### config.mk
export PLATFORM = sky130hd
export DESIGN_NAME = main_decoder
export DESIGN_NICKNAME = d
export VERILOG_FILES = /design/src/rtl/legv8_pkg.sv /design/src/rtl/main_decoder_comb.sv /design/src/rtl/main_decoder.sv
export SDC_FILE = /design/constraint.sdc
export NUM_CORES = 1
export LEC_CHECK = 0
export CAP_MARGIN = 10
export CORE_AREA = 10 10 47 49
export DETAILED_ROUTE_END_ITERATION = 8
export DIE_AREA = 0 0 57 59
export GPL_ROUTABILITY_DRIVEN = 0
export PLACE_DENSITY = 0.68
export REMOVE_ABC_BUFFERS = 1
export SYNTH_ARGS = -nofsm -noshare
export SYNTH_HDL_FRONTEND = slang
export SYNTH_SLANG_ARGS = --single-unit
### constraint.sdc
create_clock -name clk -period 2.1 [get_ports clk]
set_input_delay 0.315 -clock clk [delete_from_list [all_inputs] [get_ports clk]]
set_output_delay 0.315 -clock clk [all_outputs]
set_load 0.005 [all_outputs]
### src/rtl/legv8_pkg.sv
// rtl/legv8_pkg.sv - LEGv8 opcode constants and main-decoder control word type
package legv8_pkg;

  localparam logic [10:0] OP_LDUR = 11'b111_1100_0010;
  localparam logic [10:0] OP_STUR = 11'b111_1100_0000;
  localparam logic [10:0] OP_ADD  = 11'b100_0101_1000;
  localparam logic [10:0] OP_SUB  = 11'b110_0101_1000;
  localparam logic [10:0] OP_AND  = 11'b100_0101_0000;
  localparam logic [10:0] OP_ORR  = 11'b101_0101_0000;

  // CBZ carries a register field in Op[2:0], so it is matched by mask/value.
  localparam logic [10:0] OP_CBZ_MASK = 11'b111_1111_1000;
  localparam logic [10:0] OP_CBZ_VAL  = 11'b101_1010_0000;

  typedef enum logic [1:0] {
    ALUOP_ADD   = 2'b00,
    ALUOP_CBZ   = 2'b01,
    ALUOP_RTYPE = 2'b10
  } aluop_e;

  typedef struct packed {
    logic   reg2loc;
    logic   alusrc;
    logic   memtoreg;
    logic   regwrite;
    logic   memread;
    logic   memwrite;
    logic   branch;
    aluop_e aluop;
  } ctrl_t;

  localparam ctrl_t CTRL_NOP = '{1'b0, 1'b0, 1'b0, 1'b0, 1'b0, 1'b0, 1'b0, ALUOP_ADD};

endpackage

### src/rtl/main_decoder_comb.sv
// rtl/main_decoder_comb.sv - combinational LEGv8 opcode to control word decode
module main_decoder_comb
  import legv8_pkg::*;
(
  input  logic [10:0] Op,
  output ctrl_t       o_ctrl
);

  ctrl_t w_ctrl;
  logic  w_is_cbz;

  // Masking clears Op[2:0] before the compare, so unknown register bits still hit CBZ.
  assign w_is_cbz = ((Op & OP_CBZ_MASK) == OP_CBZ_VAL);

  always_comb begin
    w_ctrl = CTRL_NOP;
    case (Op) inside
      OP_LDUR: begin
        w_ctrl.alusrc   = 1'b1;
        w_ctrl.memtoreg = 1'b1;
        w_ctrl.regwrite = 1'b1;
        w_ctrl.memread  = 1'b1;
        w_ctrl.aluop    = ALUOP_ADD;
      end
      OP_STUR: begin
        w_ctrl.reg2loc  = 1'b1;
        w_ctrl.alusrc   = 1'b1;
        w_ctrl.memwrite = 1'b1;
        w_ctrl.aluop    = ALUOP_ADD;
      end
      OP_ADD, OP_SUB, OP_AND, OP_ORR: begin
        w_ctrl.regwrite = 1'b1;
        w_ctrl.aluop    = ALUOP_RTYPE;
      end
      default: begin
        if (w_is_cbz) begin
          w_ctrl.reg2loc = 1'b1;
          w_ctrl.branch  = 1'b1;
          w_ctrl.aluop   = ALUOP_CBZ;
        end
      end
    endcase
  end

  assign o_ctrl = w_ctrl;

endmodule

### src/rtl/main_decoder.sv
// rtl/main_decoder.sv - registered LEGv8 main control decoder
module main_decoder
  import legv8_pkg::*;
(
  input  logic        clk,
  input  logic        reset,
  input  logic [10:0] Op,
  output logic        Reg2Loc,
  output logic        ALUSrc,
  output logic        MemtoReg,
  output logic        RegWrite,
  output logic        MemRead,
  output logic        MemWrite,
  output logic        Branch,
  output logic [1:0]  ALUOp
);

  ctrl_t w_ctrl;
  ctrl_t r_ctrl;

  main_decoder_comb u_comb (
    .Op     (Op),
    .o_ctrl (w_ctrl)
  );

  always_ff @(posedge clk) begin
    if (reset) begin
      r_ctrl <= CTRL_NOP;
    end else begin
      r_ctrl <= w_ctrl;
    end
  end

  assign Reg2Loc  = r_ctrl.reg2loc;
  assign ALUSrc   = r_ctrl.alusrc;
  assign MemtoReg = r_ctrl.memtoreg;
  assign RegWrite = r_ctrl.regwrite;
  assign MemRead  = r_ctrl.memread;
  assign MemWrite = r_ctrl.memwrite;
  assign Branch   = r_ctrl.branch;
  assign ALUOp    = r_ctrl.aluop;

endmodule

## Word level (Yosys, flattened, before mapping)

Cells that the tools add are included.

| storage, ports and cells | value |
|---|---|
| word-level logic and storage cells | 30 |
| register bits | 8 |
| bits of input ports | 13 |
| output and inout bits | 9 |

| cells by class | value |
|---|---|
| muxes and demuxes | 11 |
| reduce and logical (&&, ||, !) cells | 4 |
| equality and inequality tests | 7 |

Operators by type and width:

| kind | number |
|---|---|
| equality test 11 bit, second input constant | 6 |
| two-way mux 1 bit | 9 |
| equality test 8 bit, second input constant | 1 |
| OR reduction 7 bit | 1 |
| OR reduction 4 bit | 1 |
| two-way mux 3 bit | 1 |
| OR reduction 3 bit | 1 |
| two-way mux 2 bit | 1 |
| OR reduction 2 bit | 1 |

## Longest topological paths before layout

Gate-level depths: netlist of the first run.

| logic depth | value |
|---|---|
| word-level depth | 5 |
| mapped depth | 3 |
| gate-level depth less buffers | 3 |

## Hierarchy

Synthesis of the first run repeated with hierarchy kept, for this count alone.

| second synthesis, totals | value |
|---|---|
| cells, all modules | 40 |
| area total of the unflattened synthesis | 391.6 µm² |

Modules (own cells, without submodules):

| module | seq. area each (µm²) | instances | area an instance (µm²) | cells each |
|---|---|---|---|---|
| main_decoder | 180.2 | 1 | 236.5 | 18 |
| main_decoder_comb | 0.0 | 1 | 155.1 | 22 |

## Worst setup path before layout of the first run

OpenSTA, ideal clock, no wires.

| timing path | value |
|---|---|
| path type | in2reg |
| start | input port Op[1] |
| end | register r_ctrl, in the netlist RegWrite |
| buffers on the path | 0 |
| setup slack | 0.937 ns |
| arrival | 1.091 ns |
| library setup time | 0.071 ns |
| stages | 3 |
| data required time | 2.029 ns |
| cell sequence | or3_4 > nor4_4 > o21bai_1 |

| on the way | value |
|---|---|
| longest elaborated chain between the ends | 5 |
| elaborated cells between the ends (all ways) | 10 |
| those cells by class | eq/ne: 6; mux: 3; reduce/logical: 1 |

RTL lines:

| what | RTL line | RTL |
|---|---|---|
| from (decl) | main_decoder.sv:7 | `input logic [10:0] Op,` |
| equality test 11 bit (no line) | n/a |  |
| OR reduction 4 bit | n/a |  |
| two-way mux 1 bit (2 in series) | main_decoder_comb.sv:17 | `case (Op) inside` |
| two-way mux 1 bit * | main_decoder_comb.sv:17 |  |
| to (signal assigned) | main_decoder.sv:30 | `r_ctrl <= w_ctrl;` |
| to (decl) | main_decoder.sv:19 | `ctrl_t r_ctrl;` |

Mark *: on every way between the ends. The rest lies on a longest branch, timed or not.
A chain may end at the register's enable or synchronous reset.

## Final worst setup path of the first run

Same ends and word-level chain as after synthesis.

==> qor.yml, run 1 <==
hold-path-cell-count: 3
fp.dieW_um: 57
synth-xor-area-share: 0
vias_per_cell: 4.132
portBuffers: 21
die_h_um: 59
worst_pin_slew_ps: 236.2
place_area_um2: 515.5
syn_to_final_growth_pct: 80.42
setup_viol: 0
drive_gt1_frac: 0.1154
fp.coreArea_mm2: 0.001401
cap_violations: 0
initial_utilization: 0.2143
critPathKind: "in -> reg"
routedWlPerCell_um: 10.94
cts-resized-gates: 0
row_count: 14
required_ps: 2270
io_pins: 22
crit_path_end_kind: "register"
drt_iter0_markers: 3
p_leak_nw: 0.1825
timing.final.crit_period_ps: 1420
yosys.area_share.simple: 0.3917
cts_root_buf: "clkbuf_4"
critPathSlowestCell: "clkdlybuf4s50_1"
nNetsFinal: 66
setup_tns_ps: 0
dieArea_mm2: 0.003363
critPathMaxStageDelay_ps: 420
yosysWarnings: 0
tritoncts: "done"
ir_drop_mv: 0.1492
hold_buffers: 0
wirelength_um: 744
postSynthAreaPerCell_um2: 10.35
clk_pin_slew_ps: 50
synth_area_leader_cell: "dfxtp_1"
ys_types: 19
vias: 281
drtPass1Iterations: 2
syn_area_um2: 300.3
synth_seq_cells: 7
drc_errors: 0
antenna_found_initial: 0
grt_usage: 0.04820
critPathMaxFanout: 3
powerDensity_mw_per_mm2: 531.3
synth_adder_area_share: 0
layout_common_cells: "clkdlybuf4s50_1, dfxtp_1, clkbuf_4"
cts.sinks: 7
hold_start: "Op[1]"
synth_top_area_frac: 0.4667
htreeDepth: 1
maxSlewHeadroom: 0.8403
grt_pass1_wl_um: 1214
final_area_um2: 541.8
final_common_cell: "clkdlybuf4s50_1"
crit_path_start_kind: "primary input"
cts_setup_buffers: 0
grt_pass1_vias: 300
grt-ovfl-total: 0
post-route-util: 0.3866
syn-instance-count: 29
synth_top_family_by_area: "simple AND/OR/NAND/NOR gates"
synth_compound_area_frac: 0.04167
hold_end: "MemRead"
n_antenna_cell: 0
yosysSeqAreaShare: 0.4667
cts_made_buffers: 3
grt_max_degree: 7
rsz0062_at_grt: "false"
cts_max_path_buffers: 2
dp_hpwl_um: 663.4
synthMuxAreaShare: 0.03750
status: "finished, final reports clean"
final_max_slew_viol_count: 0
crit_chain: "clkdlybuf4s50_1 > or3_4 > nor4_4 > o21bai_1"
ys_top_cells_by_area: "dfxtp_1, nor4_4, buf_4"
max_freq_mhz: 704.3
hp-class: "in -> reg"
arrival_ps: 1590
ant_nets: 0
hold_viol: 0
timing.final.crit_share: 0.6762
[logic make-up after synthesis]
logic type,Yosys count
and+or+nand+nor,16
AOI/OAI and AO/OA,2
buffers and inverters,3
DFF,7
muxes,1
[metal layers]
layer	GRT usage	up-vias	share of wire
li1	-	146	-
met1	0.04212	118	0.41
met2	0.05736	17	0.43
met3	0.03219	0	0.15
met4	0.08054	0	0
met5	0	-	0
[state kept, by name, summed over array words and instances, names as in the netlist]
name,cells
MemRead,1
Reg2Loc,1
ALUOp,1
RegWrite,1
MemWrite,1
Branch,1
ALUSrc,1
[critical path, delay by kind of cell]
kind	cells	cell delay [ps]
simple gates	2	710
buf+inv	1	420
compound gates	1	140
[cells in the mapped netlist]
cell type	count
nand4bb_1	1
o21bai_1	1
or3_4	1
inv_1	1
a21oi_1	1
nor4_1	1
nor4_4	1
nor2_1	2
buf_4	2
nor3_1	2
nand2b_1	1
or2_1	2
dfxtp_1	7
mux2_2	1
or3_1	1
nand3b_1	1
nor4b_1	1
nand3_1	1
nand2_1	1
[worst max-delay path by stage]
stage | slack, ps | cells after the start | startpoint | endpoint
after global routing | 560 | 4 | Op[3] | MemRead
after floorplan | 940 | 3 | Op[1] | RegWrite
after global placement | 430 | 4 | Op[1] | RegWrite
after CTS | 670 | 4 | Op[1] | RegWrite
after detailed placement | 410 | 4 | Op[1] | RegWrite
final | 680 | 4 | Op[1] | RegWrite
[report_power, final]
part           switching, mW  leakage [nW]  total [mW]  internal, mW
Clock                 0.0436        0.0150       0.116        0.0721
Sequential         0.0000391        0.0564       0.133         0.133
Combinational         0.0127         0.111      0.0388        0.0261
[per-stage QoR]
step / total power [mW] / cells / hold slack (ps) / worst slack [ps]
final: 0.2878 / 68 / 664.5 / 680.1
after global routing: 0.2971 / 68 / 704.4 / 555.7
after detailed placement: 0.1746 / 64 / 913.3 / 412.8
after floorplan: 0.1477 / 27 / 450.0 / 937.5
after CTS: 0.2933 / 68 / 655.7 / 673.9
after global placement: 0.1745 / 64 / 914.8 / 425.1
[final cells by class]
class,instances,area [um2]
multi-input combinational,19,141.4
fill,158,859.6
timing repair buffer,21,210.2
sequential,7,140.1
clock buffer,4,26.28
tap,16,20.02
inverter,1,3.754
Power figures use the tool's default switching activity.
==> inputs of run 2 (changes only) <==
--- a/config.mk
+++ b/config.mk
@@ -10,7 +10,7 @@
 export DETAILED_ROUTE_END_ITERATION = 8
 export DIE_AREA = 0 0 57 59
 export GPL_ROUTABILITY_DRIVEN = 0
-export PLACE_DENSITY = 0.68
+export PLACE_DENSITY = 0.7
 export REMOVE_ABC_BUFFERS = 1
 export SYNTH_ARGS = -nofsm -noshare
 export SYNTH_HDL_FRONTEND = slang
==> constraint.sdc (replaced) <==
create_clock -name clk -period 1.2 [get_ports clk]
set_input_delay 0.18 -clock clk [delete_from_list [all_inputs] [get_ports clk]]
set_output_delay 0.18 -clock clk [all_outputs]
set_load 0.005 [all_outputs]
==> run 2 against run 1 <==
Against the previous run:
- total power up 81%
- critical path depth unchanged
- first-iteration DRC count unchanged
- flip-flop and latch count unchanged
- global-route usage up 0.40 points
- combinational power up 120%
- cell area up 13%
- critical path type unchanged
==> qor.yml, run 2 (same netlist as run 1, synthesis figures left out) <==
cap_violations: 0  # unchanged
cts.sinks: 7  # unchanged
setup_viol: 0  # unchanged
arrival_ps: 1360  # was 1590 ps
p_leak_nw: 0.2778  # was 0.1825 nW
met3_usage: 0.03004  # was 0.03219
hp-class: "in -> reg"  # unchanged
critPathSlowestCell: "clkdlybuf4s50_1"  # unchanged
dp_hpwl_um: 665.3  # was 663.4 um
ir_drop_mv: 0.2276  # was 0.1492 mV
drt_iter0_markers: 3  # unchanged
critPathKind: "in -> reg"  # unchanged
fp.coreArea_mm2: 0.001401  # unchanged
post-route-util: 0.4384  # was 0.3866
critPathMaxFanout: 3  # unchanged
ant_nets: 0  # unchanged
die_h_um: 59  # unchanged
path_buf_inv: 1  # unchanged
multiInputGateArea_um2: 175.2  # was 141.4 um2
dieArea_mm2: 0.003363  # unchanged
crit_path_start_kind: "primary input"  # unchanged
final_max_slew_viol_count: 0  # unchanged
clk_pin_slew_ps: 50  # about the same
row_count: 14  # unchanged
vias: 307  # was 281
drive_gt1_frac: 0.2759  # was 0.1154
tritoncts: "done"  # unchanged
vias_per_cell: 4.149  # was 4.132
n_fill_cell: 152  # was 158
htreeDepth: 1  # unchanged
timing.final.crit_share: 0.9808
portBuffers: 21  # unchanged
hold_viol: 0  # unchanged
crit_path_end_kind: "register"  # unchanged
grt_max_degree: 7  # unchanged
n_antenna_cell: 0  # unchanged
nNetsFinal: 72  # was 66
grt-ovfl-total: 0  # unchanged
hold_buffers: 0  # unchanged
grt_pass1_wl_um: 1317  # was 1214 um
grt_pass1_vias: 340  # was 300
cts_max_path_buffers: 2  # unchanged
cts_root_buf: "clkbuf_4"  # unchanged
io_pins: 22  # unchanged
drtPass1Iterations: 2  # unchanged
antenna_found_initial: 0  # unchanged
grt_usage: 0.05215  # was 0.04820
cts_made_buffers: 3  # unchanged
initial_utilization: 0.2143  # unchanged
regArea_um2: 140.1  # unchanged
grt_use_met1: 0.05428  # was 0.04212
place_inst: 69  # was 64
critPathMaxStageDelay_ps: 410  # was 420 ps
worst_pin_slew_ps: 201.4  # was 236.2 ps
instances_no_fill: 74  # was 68
fp.dieW_um: 57  # unchanged
timing.final.crit_period_ps: 1177
maxSlewHeadroom: 0.8652  # was 0.8403
drc_errors: 0  # unchanged
busiest_layer: "met4"  # unchanged
preCtsSetupSlack_ps: -341.6  # was 412.8 ps
crit_chain: "clkdlybuf4s50_1 > or3_4 > or2_1 > a21oi_2"  # was clkdlybuf4s50_1 > or3_4 > nor4_4 > o21bai_1
setup_slack_ps: 23.05  # was 680.1 ps
powerDensity_mw_per_mm2: 850.0  # was 531.3 mW/mm2
layout_common_cells: "clkdlybuf4s50_1, dlygate4sd2_1, dfxtp_1"  # was clkdlybuf4s50_1, dfxtp_1, clkbuf_4
routedWlPerCell_um: 10.57  # was 10.94 um
syn_to_final_growth_pct: 104.6  # was 80.42%
rsz0062_at_grt: "true"  # was false
setup_tns_ps: 0  # unchanged
status: "finished, final reports clean"  # unchanged
met2_usage: 0.05736  # unchanged
wirelength_um: 782  # was 744 um
required_ps: 1380  # was 2270 ps
max_freq_mhz: 849.7
cp_top_family: "simple AND/OR/NAND/NOR gates"  # unchanged
p_total_uw: 522.2  # was 287.8 uW
[run 2: cell count changes in the layout (fill, tap and decap cells not counted), sizes merged]
cell | previous run | this run
clkdlybuf4s50 | 21 | 10
buf | 0 | 6
dlygate4sd2 | 0 | 10
dlymetal6s2s | 0 | 1
[run 2: cell type report]
| type | count | share of cell area |
|---|---|---|
| timing repair buffer | 27 | 0.4053 |
| multi-input combinational | 19 | 0.2851 |
| sequential | 7 | 0.2281 |
| clock buffer | 4 | 0.04277 |
| tap | 16 | 0.03259 |
| inverter | 1 | 0.006110 |
[run 2: timing repair]
action	CTS	global route
resized for setup	13	5
buffers inserted	1	0
endpoints found under the setup margin	13	3
pin swaps	4	5
endpoints found under the hold margin	0	0
[run 2: final timing paths]
check | cells after the start | startpoint | endpoint
min | 4 | reset | Reg2Loc
max | 4 | Op[0] | Reg2Loc
[run 2: layer usage]
metal | vias to the layer above | wire length, um
met2 | 17 | 320
met5 | - | 0
li1 | 161 | -
met3 | 0 | 94
met1 | 129 | 367
met4 | 0 | 0
[run 2: power by group]
part	switching, mW	internal (mW)
Clock	0.0773	0.126
Sequential	0.0000554	0.233
Combinational	0.0295	0.0558
Total	0.107	0.415
[run 2: metrics by stage]
stage                     area (um2)  hold slack, ps
after CTS                      589.3           418.8
after global routing           614.3           407.1
after global placement         553.0           796.5
final                          614.3           372.7
after detailed placement       553.0           808.0
after floorplan                285.3           315.0
==> inputs of run 3 (changes only) <==
==> constraint.sdc (replaced) <==
create_clock -name clk -period 1.2 [get_ports clk]
set_input_delay 0.18 -clock clk [delete_from_list [all_inputs] [get_ports clk]]
set_output_delay 0.18 -clock clk [all_outputs]
set_load 0.01 [all_outputs]
==> results of run 3 <==
The final DEF is identical to that of run 2. Status: finished, final reports clean.
Among the figures that moved: total power 0.5222 mW -> 0.5223 mW
